--- src/rtl/exe_alu_status.sv ---
// rtl/exe_alu_status.sv - execute-stage ALU with NZCV status register and EXE/MEM pipeline register
module exe_alu_status #(
    parameter int DATA_W     = 32,
    parameter int REG_ADDR_W = 4
) (
    input  logic                  clk,
    input  logic                  rst_n,
    input  logic                  freeze,
    input  logic                  flush,
    input  logic                  valid_in,
    input  logic [3:0]            exe_cmd,
    input  logic                  s_bit,
    input  logic [DATA_W-1:0]     val1,
    input  logic [DATA_W-1:0]     val2,
    input  logic [DATA_W-1:0]     st_val_in,
    input  logic                  wb_en_in,
    input  logic                  mem_r_en_in,
    input  logic                  mem_w_en_in,
    input  logic [REG_ADDR_W-1:0] dest_in,
    output logic [DATA_W-1:0]     alu_res,
    output logic [DATA_W-1:0]     st_val,
    output logic                  wb_en,
    output logic                  mem_r_en,
    output logic                  mem_w_en,
    output logic [REG_ADDR_W-1:0] dest,
    output logic                  valid_out,
    output logic [3:0]            status
);

    localparam logic [3:0] CMD_MOV = 4'b0001;
    localparam logic [3:0] CMD_ADD = 4'b0010;
    localparam logic [3:0] CMD_ADC = 4'b0011;
    localparam logic [3:0] CMD_SUB = 4'b0100;
    localparam logic [3:0] CMD_SBC = 4'b0101;
    localparam logic [3:0] CMD_AND = 4'b0110;
    localparam logic [3:0] CMD_ORR = 4'b0111;
    localparam logic [3:0] CMD_EOR = 4'b1000;
    localparam logic [3:0] CMD_MVN = 4'b1001;
    localparam int         MSB     = DATA_W - 1;

    logic              c_in;
    logic [DATA_W-1:0] res;
    logic [DATA_W:0]   wide;
    logic              c_new;
    logic              v_new;
    logic              cmd_defined;
    logic              status_load;

    assign c_in = status[1];

    always_comb begin
        res         = '0;
        wide        = '0;
        c_new       = status[1];
        v_new       = status[0];
        cmd_defined = 1'b1;
        case (exe_cmd)
            CMD_MOV: res = val2;
            CMD_MVN: res = ~val2;
            CMD_AND: res = val1 & val2;
            CMD_ORR: res = val1 | val2;
            CMD_EOR: res = val1 ^ val2;
            CMD_ADD, CMD_ADC: begin
                wide  = {1'b0, val1} + {1'b0, val2}
                      + {{DATA_W{1'b0}}, (exe_cmd == CMD_ADC) & c_in};
                res   = wide[MSB:0];
                c_new = wide[DATA_W];
                v_new = (val1[MSB] == val2[MSB]) && (res[MSB] != val1[MSB]);
            end
            CMD_SUB, CMD_SBC: begin
                // Carry is the inverse of the borrow out of the 33-bit difference.
                wide  = {1'b0, val1} - {1'b0, val2}
                      - {{DATA_W{1'b0}}, (exe_cmd == CMD_SBC) & ~c_in};
                res   = wide[MSB:0];
                c_new = ~wide[DATA_W];
                v_new = (val1[MSB] != val2[MSB]) && (res[MSB] != val1[MSB]);
            end
            default: cmd_defined = 1'b0;
        endcase
    end

    assign status_load = valid_in & s_bit & cmd_defined;

    // Flush kills only the controls; data fields keep their last captured value.
    always_ff @(posedge clk or negedge rst_n) begin
        if (!rst_n) begin
            alu_res   <= '0;
            st_val    <= '0;
            dest      <= '0;
            wb_en     <= 1'b0;
            mem_r_en  <= 1'b0;
            mem_w_en  <= 1'b0;
            valid_out <= 1'b0;
            status    <= 4'b0000;
        end else if (flush) begin
            wb_en     <= 1'b0;
            mem_r_en  <= 1'b0;
            mem_w_en  <= 1'b0;
            valid_out <= 1'b0;
        end else if (!freeze) begin
            alu_res   <= res;
            st_val    <= st_val_in;
            dest      <= dest_in;
            wb_en     <= valid_in & wb_en_in;
            mem_r_en  <= valid_in & mem_r_en_in;
            mem_w_en  <= valid_in & mem_w_en_in;
            valid_out <= valid_in;
            if (status_load) begin
                status <= {res[MSB], (res == '0), c_new, v_new};
            end
        end
    end

endmodule

--- config.mk ---
export PLATFORM = sky130hd
export DESIGN_NAME = exe_alu_status
export DESIGN_NICKNAME = d
export VERILOG_FILES = /design/src/rtl/exe_alu_status.sv
export SDC_FILE = /design/constraint.sdc
export NUM_CORES = 1
export LEC_CHECK = 0
export CORE_ASPECT_RATIO = 0.75
export CORE_MARGIN = 3
export CORE_UTILIZATION = 54
export DETAILED_ROUTE_END_ITERATION = 10
export PLACE_DENSITY = 0.84
export SLEW_MARGIN = 5
export SYNTH_ARGS = -nofsm -noshare
export SYNTH_HDL_FRONTEND = slang
export SYNTH_SLANG_ARGS = --single-unit
--- constraint.sdc ---
create_clock -name clk -period 4.8 [get_ports clk]
set_clock_uncertainty 0.15 [all_clocks]
set_input_delay 0.96 -clock clk [delete_from_list [all_inputs] [get_ports clk]]
set_output_delay 0.96 -clock clk [all_outputs]
set_load 0.01 [all_outputs]
* After elaboration in Yosys (flattened, before gate mapping)
Cells that the tools add are included.
Storage, ports and cells: bits of input ports 113, output and inout port bits 76, word-level logic and storage cells 64, bits in registers 76
Cells by class: $add $sub $neg 4, reduce and logical (&&, ||, !) cells 10, multiplexer cells 12, bitwise gates (word level) 15, equal/unequal tests 14
Operators by type and width (number):
- 32-bit case mux with 7 select lines | 1
- 32-bit by 32-bit adder with 33-bit output | 1
- 33-bit by 1-bit adder with 33-bit output | 1
- 32-bit by 32-bit subtractor with 33-bit output | 1
- 33-bit by 1-bit subtractor with 33-bit output | 1
- 32-bit bitwise AND | 1
- 32-bit zero test | 1
- 32-bit NOT | 1
- 32-bit bitwise OR | 1
- 32-bit XOR | 1
- 4-bit by 3-bit == test with 1-bit output, second input constant | 4
- 1-bit 2-to-1 mux | 9
- 9-bit OR reduction | 1
- 4-bit by 2-bit == test with 1-bit output, second input constant | 2
- 4-bit == test, second input constant | 2
- 1-bit bitwise AND | 7
- 4-bit by 1-bit == test with 1-bit output, second input constant | 1
- 1-bit NOT | 4
- 1-bit case mux with 2 select lines | 2
- 4-bit AND reduction | 1
- 2-bit OR reduction | 2
- 1-bit inequality test | 3
- 3-bit AND reduction | 1
- 1-bit logical AND | 2
- 4 further kinds | 4

* Logic depth before layout (Yosys ltp)
depth in word-level cells 6, mapped depth 22, gate-level depth less buffers 19

* Least setup slack after synthesis
Ideal clock, no wire load.
path kind input to register, from in exe_cmd[0], to reg status[1], setup time 0.126 ns, buffers on the path 5, arrival 5.656 ns, path slack -1.132 ns, cell stages on the path 22, required time 4.524 ns, path through clkbuf_1 clkbuf_1 clkbuf_1 clkbuf_1 clkbuf_1 nor3b_1 fa_1 inv_1 ha_1 nor2_1 fa_1 nor3b_1 o211ai_1 nand3_1 a32o_1 o21a_1 o311ai_1 o211ai_1 o21ai_1 xnor2_1 nor3_1 a221o_1
Between the ends: longest elaborated chain between the ends 5, elaborated cells between the ends (all ways) 22, classes of those cells add/sub: 2; eq/ne: 9; mux: 2; bitwise: 4; reduce/logical: 5
RTL lines:
- from (decl) | RTL line 11 | input logic [3:0] exe_cmd,
- 4-bit by 3-bit == test with 1-bit output, or another cell as far along | RTL line 57, 73
- 1-bit bitwise AND / 9-bit OR reduction (equally long branches)
- 33-bit by 1-bit subtractor with 33-bit output / 1-bit 2-to-1 mux (equally long branches) | RTL line 73, 57
- 1-bit NOT / 1-bit bitwise AND (equally long branches) | RTL line 75, 82
- 1-bit case mux with 2 select lines / 4-bit AND reduction (equally long branches)
- to (signal assigned) | RTL line 109 | status <= {res[MSB], (res == '0), c_new, v_new};
- to (decl) | RTL line 27 | output logic [3:0] status
Parallel ways exist; a longest one is shown, timed or not. A chain may end at the register's enable or synchronous reset.

* Worst setup path in the final report
from in exe_cmd[3], to reg status[2]
Between the ends: longest elaborated chain between the ends 5, elaborated cells between the ends (all ways) 21, classes of those cells add/sub: 2; eq/ne: 9; mux: 2; bitwise: 3; reduce/logical: 5
RTL lines:
- 4-bit by 3-bit == test with 1-bit output, or another cell as far along | RTL line 57, 73
- 1-bit bitwise AND, or another cell as far along | RTL line 73 | - {{DATA_W{1'b0}}, (exe_cmd == CMD_SBC) & ~c_in};
- 33-bit by 1-bit subtractor with 33-bit output, or another cell as far along | RTL line 73
- 32-bit case mux with 7 select lines / 1-bit bitwise AND (equally long branches) | RTL line 57, 82
- 32-bit zero test / 3-bit AND reduction (equally long branches)
Parallel ways exist; a longest one is shown, timed or not.

==> impl_metrics.tcl <==
set metrics [dict create \
    seq_area_frac_synth_pct 20.7 \
    cts_sinks 76 \
    slowest_stage "fa_1" \
    final_area_um2 13700 \
    synth_cells 1224 \
    path_class "primary input to flop" \
    cts_tree "done" \
    die-area_um2 18600 \
    drive_gt1_share_pct 21.9 \
    clockRootBuffer "clkbuf_16" \
    synth_cell_types 73 \
    dieHeight_um 119 \
    failed_checks "setup timing" \
    nNetsFinal 1868 \
    grt_overflow 0 \
    finalCritPeriodShare_pct 108 \
    slew_headroom_pct 32.5 \
    hold_viol 0 \
    hold_class "flop to flop" \
    synthFlopType "dfrtp_1" \
    clk_path_buf_depth 2 \
    path_cells "buf_6 -> nand2b_4 -> or2_4 -> nor3b_4 -> fa_1 -> inv_2 -> ha_4 -> nor2_4 -> fa_2 -> nor3b_4 -> o211ai_1 -> buf_4 -> buf_6 -> nand3_4 -> a32o_2 -> buf_6 -> xnor2_2 -> a21oi_2 -> o21ai_2 -> or2_4 -> nor4_4 -> nand4_1 -> o41ai_2" \
    fin_crit_ns 5.19 \
    start_util_pct 56.2 \
    wl_per_cell_um 19.9 \
    gp_congestion 0.987 \
    fmax_mhz 193 \
    drv_cap 0 \
    ys_warn_count 0 \
    reg2reg_slack_ns 0.23 \
    drt_iter0_markers 1535 \
    first_pass_iters 6 \
    n_antenna_cell 0 \
    setup_viol 6 \
    multi_input_area_um2 6900 \
    netlist_area_um2 9170 \
    p_per_area_nw_per_um2 243 \
    p_seq_share_pct 23.7 \
    dpl_cell_area_um2 12800 \
    worstSkewPairLatency_ns 0.35 \
    r2r_start "status[1]" \
    startpoint "exe_cmd[3]" \
    p_sw_mw 1.33 \
    fillers 1027 \
    r2r-end "status[2]" \
    synth_area_per_cell_um2 7.49 \
    synthArstFlopShare_pct 100 \
    pwr-share-comb_pct 55.6 \
    hold_depth 2 \
    rsz0062_at_grt "true" \
    worstSetupEndpointType "flop" \
    numPortBuffers 188 \
    reg2reg_depth 20 \
    holdCritStartpoint "st_val[19]" \
    p_clk_share_pct 20.7 \
    ys_ff_latch 76 \
    grt_pass1_vias 10468 \
    internal_power_mw 2.01 \
    cp.arrival_ns 5.28 \
    grt_max_degree 83 \
    ir_worst_vdd_v 0.000149 \
    postCtsHoldBufs 0 \
    ff_latch_area_um2 1900 \
    grt_use_total_pct 36.9 \
    switching_share_pct 39.8 \
    syn_nets 1467 \
    cp-start-kind "primary input" \
    timing.final.ws_setup_ns -0.391 \
    grt_antenna_before_repair 1 \
    tns_ns -1.28 \
    vias 11069 \
    critical_path.most_common_cell "buf_6" \
    viasPerCell 6.02 \
    cp_max_fo 5 \
    synth_edf_count 0 \
    crit_buf_inv 5 \
    die_w_um 156 \
    routed_wl_um 36600 \
    worstMarginPinSlew_ns 1.01 \
    core_region_area_um2 16300 \
    grt_pass1_wl_um 55200 \
    whs_endpoint "st_val[19]" \
    max_stage_delay_ns 0.48 \
    antenna_left 0 \
    htree_num_levels 3 \
    drc 0 \
    dp_hpwl_um 26500 \
    io_pins 189 \
    cts.clk_slew.worst_paths_ns 0.06 \
    leakagePower_nw 6.65 \
    cts_buffers 9 \
    status "complete, but fails checks" \
    slew_viol_final 0 \
    rows 40 \
    path_delay_family "simple AND/OR/NAND/NOR gates" \
    required_ns 4.89 \
    syn_to_final_growth_pct 49.9 \
]
## cell type report
class	instances	share of cell area (%)
Clock buffer	9	1.64
Clock inverter	7	0.473
Multi-Input combinational cell	967	50.2
Tap cell	210	1.91
Inverter	112	3.06
Timing Repair Buffer	459	28.9
Sequential cell	76	13.8
## what timing repair did
action,CTS,global route
setup buffers,28,15
resized for setup,39,40
endpoints found under the setup margin,13,11
pin swaps,27,33
cloned,0,1
## worst max-delay path by stage
stage / to / slack [ns] / cells after the start
after CTS: status[2] / -0.32 / 20
after detailed placement: status[2] / -1.17 / 20
after global routing: status[2] / -0.57 / 21
after floorplan: status[2] / -0.38 / 20
after global placement: status[2] / -1.01 / 20
final: status[2] / -0.39 / 23
## worst reg2reg max path: cells and delay by family, from the launching register on
family                   cells  cell delay, ns
adder cells (fa/ha/maj)      3            1.02
AND/OR/NAND/NOR              7            1.17
XOR/XNOR                     1            0.12
flip-flops                   1            0.46
AO/OA/AOI/OAI                5            1.05
buffers and inverters        4            0.50
## cell usage after synthesis, types with 17 or more instances
cell type	instances	area [µm²]
clkbuf_1	59	221
a21oi_1	70	350
dfrtp_1	76	1900
a21o_1	19	143
nor2_1	52	195
ha_1	126	1580
inv_1	112	420
nand2b_1	17	106
o22ai_1	29	181
nand3_1	17	85.1
o21ai_0	79	395
xnor2_1	30	263
a22oi_1	29	218
xor2_1	50	438
nand2_1	239	897
## flip-flops by register name (all words and copies together), names as in the netlist
register	flops
mem_w_en	1
st_val	32
alu_res	32
valid_out	1
wb_en	1
dest	4
status	4
mem_r_en	1
## placed cells by master, fill, tap and decap left out, types with 8 or more instances in the layout
| master | Yosys | final |
|---|---|---|
| a211oi_1 | 14 | 9 |
| a21o_1 | 19 | 19 |
| a21oi_1 | 70 | 69 |
| a221oi_1 | 9 | 8 |
| a22oi_1 | 29 | 29 |
| buf_4 | 0 | 262 |
| clkbuf_16 | 0 | 10 |
| clkdlybuf4s50_1 | 0 | 182 |
| dfrtp_1 | 76 | 76 |
| ha_1 | 126 | 124 |
| inv_1 | 112 | 111 |
| nand2_1 | 239 | 239 |
| nand2b_1 | 17 | 15 |
| nand3_1 | 17 | 15 |
| nand4_1 | 13 | 13 |
| nor2_1 | 52 | 48 |
| o211ai_1 | 11 | 11 |
| o21a_1 | 15 | 14 |
| o21ai_0 | 79 | 73 |
| o22ai_1 | 29 | 28 |
| xnor2_1 | 30 | 28 |
| xor2_1 | 50 | 49 |
## logic make-up (layout without fill, tap and decap cells)
kind of cell	count (synthesis)	count (layout)	share of synthesized area [%]
adders and majority gates	130	130	18.1
muxes	8	8	1.01
DFF	76	76	20.7
buffers and inverters	181	587	7.51
xor gates and xnor gates	80	80	7.64
AOI/OAI and AO/OA	353	353	25.8
and+or+nand+nor	396	396	19.2
## metrics by stage
step | hold slack, ns | std cells | setup WS, ns | total power [mW] | util, %
2_1_floorplan | 0.361 | 1224 | -0.381 | 1.63 | -
3_3_place_gp | 0.307 | 1782 | -1.01 | 2.41 | 78.5
3_5_place_dp | 0.312 | 1782 | -1.17 | 2.45 | 78.5
4_1_cts | 0.329 | 1826 | -0.317 | 3.19 | 82.5
5_1_grt | 0.354 | 1840 | -0.566 | 3.49 | 84.2
6_report | 0.323 | 1840 | -0.391 | 3.33 | 84.2
## power by group through the flow
stage	Sequential (mW)	Combinational, mW	Clock, mW
floorplan	0.831	0.798	0
global placement	0.791	1.62	0
detailed placement	0.797	1.65	0
CTS	0.786	1.72	0.683
global route	0.798	1.97	0.718
finish	0.790	1.85	0.691
## metal layers
metal / vias to the layer above / track usage [%] / share of wire, %
met3: 95 / 6.97 / 11
met5: - / 0 / 0
met1: 5199 / 51.6 / 41
met2: 701 / 58.7 / 45
li1: 5074 / - / -
met4: 0 / 9.40 / 2.3
No activity file was read; power rests on OpenSTA's default activity.
